File: config.mk
export PLATFORM = sky130hd
export DESIGN_NAME = alu_flat
export DESIGN_NICKNAME = d
export VERILOG_FILES = /design/src/rtl/alu_if.sv /design/src/rtl/alu.sv /design/src/flat_wrapper.sv
export SDC_FILE = /design/constraint.sdc
export NUM_CORES = 1
export LEC_CHECK = 0
export CAP_MARGIN = 0
export CELL_PAD_IN_SITES_DETAIL_PLACEMENT = 2
export CELL_PAD_IN_SITES_GLOBAL_PLACEMENT = 2
export CORE_AREA = 2 2 87 89
export DETAILED_ROUTE_END_ITERATION = 16
export DIE_AREA = 0 0 89 91
export PLACE_DENSITY = 0.85
export SLEW_MARGIN = 20
export SYNTH_ARGS = -nofsm -noshare
export SYNTH_HDL_FRONTEND = slang
export SYNTH_SLANG_ARGS = --single-unit
File: constraint.sdc
create_clock -name clk -period 6 [get_ports clk]
set_clock_uncertainty 0.1 [all_clocks]
set_input_delay 1.2 -clock clk [delete_from_list [all_inputs] [get_ports clk]]
set_output_delay 1.2 -clock clk [all_outputs]
set_load 0.005 [all_outputs]
File: src/rtl/alu_if.sv
// ALU operand/opcode/result bundle.
// The master drives operands and opcode; the slave (the ALU) returns the
// registered result and condition codes.
interface alu_if #(
    parameter int WIDTH = 8
);
    logic [WIDTH-1:0] a;
    logic [WIDTH-1:0] b;
    logic [3:0]       n;
    logic [3:0]       cc;
    logic [WIDTH-1:0] tr;

    modport master (
        output a,
        output b,
        output n,
        input  cc,
        input  tr
    );

    modport slave (
        input  a,
        input  b,
        input  n,
        output cc,
        output tr
    );
endinterface

File: src/rtl/alu.sv
// Single-cycle registered ALU.
// The result tr and flags cc = {N,Z,C,V} update one rising edge after the
// operands and opcode are presented. NOP and LOAD hold both registers.
// CMP updates only the flags.
// Arithmetic ops share one adder:
//   ADD: a + b + 0
//   SUB: a + ~b + 1
//   CMP: a + ~b + 1
//   INC: a + 0 + 1
//   DEC: a + all-ones + 0
// The adder carry-out is the carry for additions and the "no borrow" flag
// for subtractions.
module alu #(
    parameter int WIDTH = 8
) (
    input  logic clk,
    input  logic rst,
    alu_if.slave bus
);

    localparam logic [3:0] OP_NOP   = 4'd0;
    localparam logic [3:0] OP_ADD   = 4'd1;
    localparam logic [3:0] OP_SUB   = 4'd2;
    localparam logic [3:0] OP_AND   = 4'd3;
    localparam logic [3:0] OP_OR    = 4'd4;
    localparam logic [3:0] OP_XOR   = 4'd5;
    localparam logic [3:0] OP_NOT   = 4'd6;
    localparam logic [3:0] OP_SHL   = 4'd7;
    localparam logic [3:0] OP_LOAD  = 4'd8;
    localparam logic [3:0] OP_SHR   = 4'd9;
    localparam logic [3:0] OP_INC   = 4'd10;
    localparam logic [3:0] OP_DEC   = 4'd11;
    localparam logic [3:0] OP_CMP   = 4'd12;
    localparam logic [3:0] OP_PASSA = 4'd13;
    localparam logic [3:0] OP_ROL   = 4'd14;
    localparam logic [3:0] OP_ROR   = 4'd15;

    // Sum of x + y + cin, with the carry-out in the top bit.
    function automatic logic [WIDTH:0] add_carry(
        input logic [WIDTH-1:0] x,
        input logic [WIDTH-1:0] y,
        input logic             cin
    );
        add_carry = {1'b0, x} + {1'b0, y} + {{WIDTH{1'b0}}, cin};
    endfunction

    // Two's complement overflow of x + y (+cin).
    // Overflow occurs when both addends share a sign and the result does not.
    function automatic logic add_ovf(
        input logic [WIDTH-1:0] x,
        input logic [WIDTH-1:0] y,
        input logic [WIDTH-1:0] r
    );
        add_ovf = (x[WIDTH-1] == y[WIDTH-1]) && (r[WIDTH-1] != x[WIDTH-1]);
    endfunction

    // Assemble {N,Z,C,V}; N and Z always come from the value itself.
    function automatic logic [3:0] pack_cc(
        input logic [WIDTH-1:0] r,
        input logic             c,
        input logic             v
    );
        pack_cc = {r[WIDTH-1], ~|r, c, v};
    endfunction

    logic [WIDTH-1:0] tr_d;
    logic [WIDTH-1:0] tr_q;
    logic [3:0]       cc_d;
    logic [3:0]       cc_q;

    logic [WIDTH-1:0] addend_s;
    logic             carry_in_s;
    logic [WIDTH:0]   sum_s;
    logic [WIDTH-1:0] sum_res_s;
    logic             sum_ovf_s;
    logic [WIDTH-1:0] logic_res_s;

    // Select the second adder operand and carry-in for the arithmetic opcodes.
    always_comb begin
        addend_s   = '0;
        carry_in_s = 1'b0;
        case (bus.n)
            OP_ADD: begin
                addend_s   = bus.b;
                carry_in_s = 1'b0;
            end
            OP_SUB, OP_CMP: begin
                addend_s   = ~bus.b;
                carry_in_s = 1'b1;
            end
            OP_INC: begin
                addend_s   = '0;
                carry_in_s = 1'b1;
            end
            OP_DEC: begin
                addend_s   = '1;
                carry_in_s = 1'b0;
            end
            default: begin
                addend_s   = '0;
                carry_in_s = 1'b0;
            end
        endcase
    end

    assign sum_s     = add_carry(bus.a, addend_s, carry_in_s);
    assign sum_res_s = sum_s[WIDTH-1:0];
    assign sum_ovf_s = add_ovf(bus.a, addend_s, sum_res_s);

    // Compute the next result and flags for the presented opcode.
    always_comb begin
        tr_d        = tr_q;
        cc_d        = cc_q;
        logic_res_s = '0;
        case (bus.n)
            OP_NOP, OP_LOAD: begin
                tr_d = tr_q;
                cc_d = cc_q;
            end
            OP_ADD, OP_SUB, OP_INC, OP_DEC: begin
                tr_d = sum_res_s;
                cc_d = pack_cc(sum_res_s, sum_s[WIDTH], sum_ovf_s);
            end
            OP_CMP: begin
                tr_d = tr_q;
                cc_d = pack_cc(sum_res_s, sum_s[WIDTH], sum_ovf_s);
            end
            OP_AND: begin
                logic_res_s = bus.a & bus.b;
                tr_d        = logic_res_s;
                cc_d        = pack_cc(logic_res_s, 1'b0, 1'b0);
            end
            OP_OR: begin
                logic_res_s = bus.a | bus.b;
                tr_d        = logic_res_s;
                cc_d        = pack_cc(logic_res_s, 1'b0, 1'b0);
            end
            OP_XOR: begin
                logic_res_s = bus.a ^ bus.b;
                tr_d        = logic_res_s;
                cc_d        = pack_cc(logic_res_s, 1'b0, 1'b0);
            end
            OP_NOT: begin
                logic_res_s = ~bus.a;
                tr_d        = logic_res_s;
                cc_d        = pack_cc(logic_res_s, 1'b0, 1'b0);
            end
            OP_PASSA: begin
                logic_res_s = bus.a;
                tr_d        = logic_res_s;
                cc_d        = pack_cc(logic_res_s, 1'b0, 1'b0);
            end
            OP_SHL: begin
                logic_res_s = {bus.a[WIDTH-2:0], 1'b0};
                tr_d        = logic_res_s;
                cc_d        = pack_cc(logic_res_s, bus.a[WIDTH-1], 1'b0);
            end
            OP_SHR: begin
                logic_res_s = {1'b0, bus.a[WIDTH-1:1]};
                tr_d        = logic_res_s;
                cc_d        = pack_cc(logic_res_s, bus.a[0], 1'b0);
            end
            OP_ROL: begin
                logic_res_s = {bus.a[WIDTH-2:0], bus.a[WIDTH-1]};
                tr_d        = logic_res_s;
                cc_d        = pack_cc(logic_res_s, bus.a[WIDTH-1], 1'b0);
            end
            OP_ROR: begin
                logic_res_s = {bus.a[0], bus.a[WIDTH-1:1]};
                tr_d        = logic_res_s;
                cc_d        = pack_cc(logic_res_s, bus.a[0], 1'b0);
            end
            default: begin
                tr_d = tr_q;
                cc_d = cc_q;
            end
        endcase
    end

    // Result and flag registers; reset discards the operation of that cycle.
    always_ff @(posedge clk) begin
        if (rst) begin
            tr_q <= '0;
            cc_q <= 4'b0000;
        end else begin
            tr_q <= tr_d;
            cc_q <= cc_d;
        end
    end

    assign bus.tr = tr_q;
    assign bus.cc = cc_q;

endmodule

File: src/flat_wrapper.sv
// flat-port wrapper written by rule: the top's interface ports become plain ports
module alu_flat 
#(
    parameter int WIDTH = 8
)
  (clk, rst, bus_a, bus_b, bus_n, bus_cc, bus_tr);
  alu_if #(.WIDTH(WIDTH)) bus_i ();
  input  logic clk;
  input  logic rst;
  input wire logic [$bits(bus_i.a)-1:0] bus_a;
  input wire logic [$bits(bus_i.b)-1:0] bus_b;
  input wire logic [$bits(bus_i.n)-1:0] bus_n;
  output wire logic [$bits(bus_i.cc)-1:0] bus_cc;
  output wire logic [$bits(bus_i.tr)-1:0] bus_tr;
  assign bus_i.a = bus_a;
  assign bus_i.b = bus_b;
  assign bus_i.n = bus_n;
  assign bus_cc = bus_i.cc;
  assign bus_tr = bus_i.tr;
  alu #(.WIDTH(WIDTH)) u_core (.clk(clk), .rst(rst), .bus(bus_i));
endmodule
==> qor.txt, run 1 <==
Synth area leaders -> sky130_fd_sc_hd__ha_1, sky130_fd_sc_hd__dfxtp_1, sky130_fd_sc_hd__a21oi_1, sky130_fd_sc_hd__nand2_1, sky130_fd_sc_hd__o21ai_0
library cell with the largest summed area after synthesis -> sky130_fd_sc_hd__ha_1
number of cells produced by synthesis -> 332
Final Core Density -> 0.380
post-cts resize count -> 0
area inside the core boundary -> 0.00714 mm2
Top delay family on crit path -> compound AO/OA/AOI/OAI gates
post-route antenna net violation count -> 0
synth warn -> 0
delay of the slowest cell on the worst path -> 0.95 ns
Compound-Gate Fraction of Synth Area -> 0.364
final number of max-transition violations -> 0
proportion of layout cells with a drive suffix above 1 -> 0.0570
maximum buffer depth of the clock tree -> 2
global-route wire length before repair -> 16.6 mm
internal power of the cells -> 0.233 mW
antenna violations before repair -> 0
clock tree root driver cell -> sky130_fd_sc_hd__clkbuf_8
Crit path buffers/inverters -> 2
final number of setup-violating endpoints -> 0
maximum ir drop on the vdd rail -> 83.9 uV
cell with the largest stage delay on the worst path -> sky130_fd_sc_hd__clkdlybuf4s50_1
sequential share of the synthesized area -> 0.104
Sequential Power Share -> 0.234
post-synthesis adder-cell area fraction -> 0.142
dominant combinational cell family by area after synthesis -> compound AO/OA/AOI/OAI gates
critical path fanouts, max -> 20
MaxCap Viol Count -> 0
CTS H-Tree Depth -> 1
total net switching power -> 0.164 mW
Max-slew headroom -> 0.501
total wire length after detailed routing -> 10.3 mm
diode count -> 0
status -> complete, no violations
I/O pins -> 34
pin slew with the least headroom to its limit -> 0.746 ns
portion of synthesized cell area occupied by the leading cell type -> 0.125
top_reg_cell synth -> sky130_fd_sc_hd__dfxtp_1
area of the die -> 0.00810 mm2
port bufs -> 33
post-CTS setup buffers -> 0
worst setup path category -> in2reg
Clk network pwr share -> 0.232
CTS sink count -> 12
number of CTS-inserted buffers -> 3
max frequency -> 0.204 GHz
number of iterations in the first detailed-routing pass -> 5
Iteration-0 DRC Markers -> 152
data arrival at the endpoint of the critical path -> 4.94 ns
vias per cell -> 6.12
Worst Setup Start Kind -> primary input
crit share post-route -> 0.816
post-synthesis async set-or-reset flop share -> 0
Via Count -> 2754
number of placement rows -> 31
worst hold-check slack -> 0.361 ns
number of remaining DRC errors -> 0
post-synthesis instance area -> 0.00231 mm2
clock-pin slew on the worst setup and hold paths -> 0.06 ns
hold buffer count at cts -> 0
type of destination of the critical path -> flop
per-instance average area after synthesis -> 6.95 um2
TritonCTS clock tree -> done
gp weighted congestion -> 0.925
wire per inst -> 22.8 um
critical path required time -> 6.05 ns
XOR/XNOR Fraction of Synth Area -> 0.0228
Combinational Power Share -> 0.534
syn_nets -> 379
worst hold path type -> reg2reg
Final TNS setup -> 0 ns
flops & latches, synth -> 12
Synth cell types -> 66
standby leakage power -> 1.05 nW
total half-perimeter wirelength after legalization and detailed placement -> 7.77 mm
Power Dens Cells -> 146 mW/mm2
RSZ-0062 raised after global routing -> no
switching part of the total -> 0.413
ordered cell list for the critical path -> clkdlybuf4s50_1 > nand3_1 > o22ai_1 > nand2b_1 > o21ai_0 > fa_1 > inv_1 > fa_1 > nor2b_1 > o31a_1 > o221ai_1 > a21boi_0 > o21ai_0 > a221oi_1
via count of the first global-routing pass -> 2961
initial core utilization -> 0.323
number of synthesized flops with an enable pin -> 0
Period minus WS final -> 4.89 ns
final hold violation count -> 0
pin count of the biggest net entering global routing -> 47
GRT Residual Overflow -> 0
simple-gate portion of the synthesized area -> 0.259
global router's overall resource usage -> 0.264
signed area change from the synthesized netlist to the final layout -> 17.7%
vertical die dimension -> 91 um
final-stage net count -> 399
clock latency on the worst-skew pair -> 0.25 ns
multiplexer share of the synthesized area -> 0.00868
die extent in x -> 89 um
logic make-up after synthesis:
| family | after synthesis |
|---|---|
| muxes | 2 |
| DFF | 12 |
| buffers and inverters | 47 |
| AOI/OAI and AO/OA | 122 |
| adders and majority gates | 25 |
| and+or+nand+nor | 118 |
| xor gates and xnor gates | 6 |
stage by stage:
| step | worst slack, ns | total power [mW] | std cells | instance area [um2] |
|---|---|---|---|---|
| after floorplan | 2.02 | 0.220 | 332 | 2310 |
| after global placement | 1.11 | 0.295 | 446 | 2660 |
| after detailed placement | 0.872 | 0.303 | 446 | 2660 |
| after CTS | 1.12 | 0.397 | 450 | 2720 |
| after global routing | 0.741 | 0.422 | 450 | 2720 |
| final | 1.11 | 0.398 | 450 | 2720 |
sequential cells by signal, summed over array words and instances (netlist names):
name and flops:
u_core.bus.cc 4, u_core.bus.tr 8
routing by layer:
metal | track usage | vias to the layer above | routed length (um)
li1 | - | 1277 | -
met1 | 0.355 | 1372 | 4370
met2 | 0.451 | 89 | 5140
met3 | 0.0245 | 16 | 512
met4 | 0.0572 | 0 | 233
met5 | 0 | - | 0
final cells by class:
cell class | instances | area [um2]
flip-flops and latches | 12 | 240
repair buffers | 38 | 368
well taps | 99 | 124
multi-input cells | 273 | 1840
fillers | 878 | 4420
inverters | 24 | 90.1
clock buffers | 4 | 55.1
worst min-delay path: stages (launching register included):
cell and delay [ns]:
sky130_fd_sc_hd__dfxtp_1 0.31, sky130_fd_sc_hd__nand2_1 0.05, sky130_fd_sc_hd__a21oi_1 0.05
layout by cell type (no fill, tap or decap), drive strengths merged, types with 4 or more instances in the layout:
| cell | count |
|---|---|
| a211oi | 4 |
| a21oi | 32 |
| a221oi | 5 |
| a22oi | 6 |
| a311oi | 4 |
| buf | 5 |
| clkbuf | 4 |
| clkdlybuf4s50 | 33 |
| dfxtp | 12 |
| ha | 23 |
| inv | 24 |
| nand2 | 33 |
| nand2b | 12 |
| nand3 | 7 |
| nand4 | 4 |
| nor2 | 25 |
| nor2b | 5 |
| nor3 | 8 |
| nor4 | 8 |
| o21ai | 30 |
| o22ai | 6 |
| or3 | 4 |
| xnor2 | 5 |
cells in the mapped netlist (all sizes together) (5+ instances only):
| cell type | count |
|---|---|
| nand2 | 33 |
| a21oi | 32 |
| o22ai | 6 |
| clkbuf | 5 |
| a221oi | 5 |
| nor2b | 5 |
| a22oi | 6 |
| nor2 | 25 |
| o21ai | 30 |
| nand3 | 7 |
| nor4 | 8 |
| xnor2 | 5 |
| nand2b | 12 |
| buf | 18 |
| ha | 23 |
| inv | 24 |
| dfxtp | 12 |
| nor3 | 8 |
power by group through the flow:
| stage | clock network [mW] | logic, mW | registers [mW] |
|---|---|---|---|
| detailed placement | 0 | 0.208 | 0.0947 |
| finish | 0.0924 | 0.212 | 0.0931 |
| global route | 0.0961 | 0.232 | 0.0940 |
| floorplan | 0 | 0.126 | 0.0943 |
| global placement | 0 | 0.201 | 0.0942 |
| CTS | 0.0927 | 0.211 | 0.0932 |
worst paths after layout:
check	startpoint	endpoint	slack, ns	cells after the start
max	bus_n[1]	u_core.bus.cc[1]	1.11	14
min	u_core.bus.tr[2]	u_core.bus.tr[2]	0.36	2
max reg2reg	u_core.bus.cc[2]	u_core.bus.cc[2]	4.58	5
min reg2reg	u_core.bus.tr[2]	u_core.bus.tr[2]	0.36	2
No activity file was read; power rests on OpenSTA's default activity.
==> inputs of run 2 (changes only) <==
- CORE_AREA: 2 2 87 89 -> 2 2 90 92
- DIE_AREA: 0 0 89 91 -> 0 0 92 94
- PLACE_DENSITY: 0.85 -> 0.81
- clock period: 6 -> 4.9 ns (I/O delays scaled with it)
==> qor.txt, run 2 (synthesis results as in run 1) <==
status -> complete, no violations
Clk network pwr share -> 0.232 (about the same)
number of placement rows -> 32 (+3.2%)
type of destination of the critical path -> flop
proportion of layout cells with a drive suffix above 1 -> 0.0650 (+0.00799)
global-route wire length before repair -> 15.9 mm (-4.2%)
TritonCTS clock tree -> done
switching part of the total -> 0.407 (-0.00626)
clock tree root driver cell -> sky130_fd_sc_hd__clkbuf_8
area inside the core boundary -> 0.00761 mm2 (+6.6%)
crit share post-route -> 0.880
commonest cells after routing, fill and taps aside -> sky130_fd_sc_hd__nand2_1, sky130_fd_sc_hd__clkdlybuf4s50_1, sky130_fd_sc_hd__a21oi_1, sky130_fd_sc_hd__nor2_1, sky130_fd_sc_hd__ha_1
final-stage net count -> 402 (+0.75%)
ordered cell list for the critical path -> clkdlybuf4s50_1 > inv_2 > nand3_1 > buf_4 > o22ai_1 > nand2b_1 > o21ai_0 > fa_1 > inv_1 > fa_1 > nor2b_1 > o31a_1 > o221ai_1 > a21boi_0 > o21ai_0 > a221oi_1
area of the multi-input gates -> 0.00184 mm2 (unchanged)
clock latency on the worst-skew pair -> 0.25 ns (about the same)
pin slew with the least headroom to its limit -> 0.621 ns (-0.125 ns)
Via Count -> 2697 (-2.1%)
Register-to-Register Setup Slack -> 3.47 ns (-1.11 ns)
critical path fanouts, max -> 13 (-35%)
internal power of the cells -> 0.288 mW (+23%)
cell with the largest stage delay on the worst path -> sky130_fd_sc_hd__clkdlybuf4s50_1
final number of setup-violating endpoints -> 0 (unchanged)
pin count of the biggest net entering global routing -> 44 (-6.4%)
Period minus WS final -> 4.31 ns
signed area change from the synthesized netlist to the final layout -> 18.8%
diode count -> 0 (unchanged)
clock-pin slew on the worst setup and hold paths -> 0.05 ns (about the same)
number of iterations in the first detailed-routing pass -> 4 (-1)
CTS sink count -> 12 (unchanged)
hold buffer count at cts -> 0 (unchanged)
setup slack after layout -> 0.587 ns (-0.520 ns)
RSZ-0062 raised after global routing -> no
standby leakage power -> 1.06 nW (+1.4%)
via count of the first global-routing pass -> 2812 (-5.0%)
overall power after layout -> 0.485 mW (+22%)
antenna violations before repair -> 0 (unchanged)
total half-perimeter wirelength after legalization and detailed placement -> 7.74 mm (-0.46%)
port bufs -> 33 (unchanged)
vertical die dimension -> 94 um (+3.3%)
global router's overall resource usage -> 0.236 (-0.0274)
Final TNS setup -> 0 ns (unchanged)
non-filler cells, final -> 456 (+1.3%)
post-route antenna net violation count -> 0 (unchanged)
final number of max-transition violations -> 0 (unchanged)
max frequency -> 0.232 GHz
I/O pins -> 34 (unchanged)
critical path required time -> 4.95 ns (-1.10 ns)
Max-slew headroom -> 0.583 (+0.0816)
# fillers -> 934 (+6.4%)
Combinational Power Share -> 0.533 (about the same)
total placed cells including tap cells -> 452 (+1.3%)
worst hold-check slack -> 0.388 ns (+0.0267 ns)
die extent in x -> 92 um (+3.4%)
gp weighted congestion -> 0.925 (about the same)
worst setup path category -> in2reg
number of remaining DRC errors -> 0 (unchanged)
Worst Setup Start Kind -> primary input
wire per inst -> 21.8 um (-4.5%)
worst hold path type -> reg2reg
Iteration-0 DRC Markers -> 123 (-19%)
total net switching power -> 0.197 mW (+20%)
vias per cell -> 5.91 (-3.4%)
area of the die -> 0.00865 mm2 (+6.8%)
total wire length after detailed routing -> 9.92 mm (-3.3%)
FF+latch area -> 240 um2 (unchanged)
post-cts resize count -> 0 (unchanged)
Sequential Power Share -> 0.235 (about the same)
CTS H-Tree Depth -> 1 (unchanged)
maximum ir drop on the vdd rail -> 93.5 uV (+11%)
flip-flop count of the largest register, all copies and words added -> 8 (unchanged)
Power Dens Cells -> 177 mW/mm2 (+21%)
final hold violation count -> 0 (unchanged)
initial core utilization -> 0.303 (-0.0200)
delay of the slowest cell on the worst path -> 0.53 ns (-0.42 ns)
MaxCap Viol Count -> 0 (unchanged)
data arrival at the endpoint of the critical path -> 4.37 ns (-0.57 ns)
GRT Residual Overflow -> 0 (unchanged)
Placement Setup Slack -> 0.336 ns (-0.537 ns)
post-CTS setup buffers -> 0 (unchanged)
number of CTS-inserted buffers -> 3 (unchanged)
maximum buffer depth of the clock tree -> 2 (unchanged)
[run 2: cell count changes in the layout (fill, tap and decap cells not counted)]
| cell | before | now |
|---|---|---|
| sky130_fd_sc_hd__buf_4 | 5 | 8 |
[run 2: worst paths after layout]
kind,start,endpoint,cells past startpoint
max,bus_n[3],u_core.bus.cc[1],16
min,u_core.bus.tr[2],u_core.bus.tr[2],2
max reg2reg,u_core.bus.cc[2],u_core.bus.cc[2],5
min reg2reg,u_core.bus.tr[2],u_core.bus.tr[2],2
[run 2: cell type report]
| cell class | instances | share of cell area |
|---|---|---|
| timing repair buffer | 41 | 0.142 |
| multi-input combinational | 273 | 0.670 |
| clock buffer | 4 | 0.0201 |
| tap | 102 | 0.0466 |
| inverter | 24 | 0.0329 |
| sequential | 12 | 0.0876 |
[run 2: worst max-delay path: cells and delay by family]
| kind | cells | cell delay [ns] |
|---|---|---|
| fa+ha+maj | 2 | 0.68 |
| buf+inv | 4 | 1.06 |
| simple gates | 3 | 0.36 |
| compound gates | 7 | 1.28 |
[run 2: metal layers]
layer  GRT usage  vias up  wire (um)  part of all wire
met3      0.0233        6        370             0.037
met4      0.0261        0         70            0.0071
met1       0.319     1351       4650              0.47
li1            -     1277          -                 -
met2       0.420       63       4830              0.49
met5           0        -          0                 0
[run 2: power by group through the flow]
stage,logic (mW),clock network (mW),registers (mW)
2_1_floorplan,0.154,0,0.115
3_3_place_gp,0.249,0,0.115
3_5_place_dp,0.256,0,0.116
4_1_cts,0.257,0.114,0.114
5_1_grt,0.283,0.120,0.115
6_report,0.258,0.112,0.114
[run 2: stage by stage]
stage | cell area (um2) | utilization
2_1_floorplan | 2310 | -
3_3_place_gp | 2690 | 0.353
3_5_place_dp | 2690 | 0.353
4_1_cts | 2740 | 0.360
5_1_grt | 2740 | 0.360
6_report | 2740 | 0.360
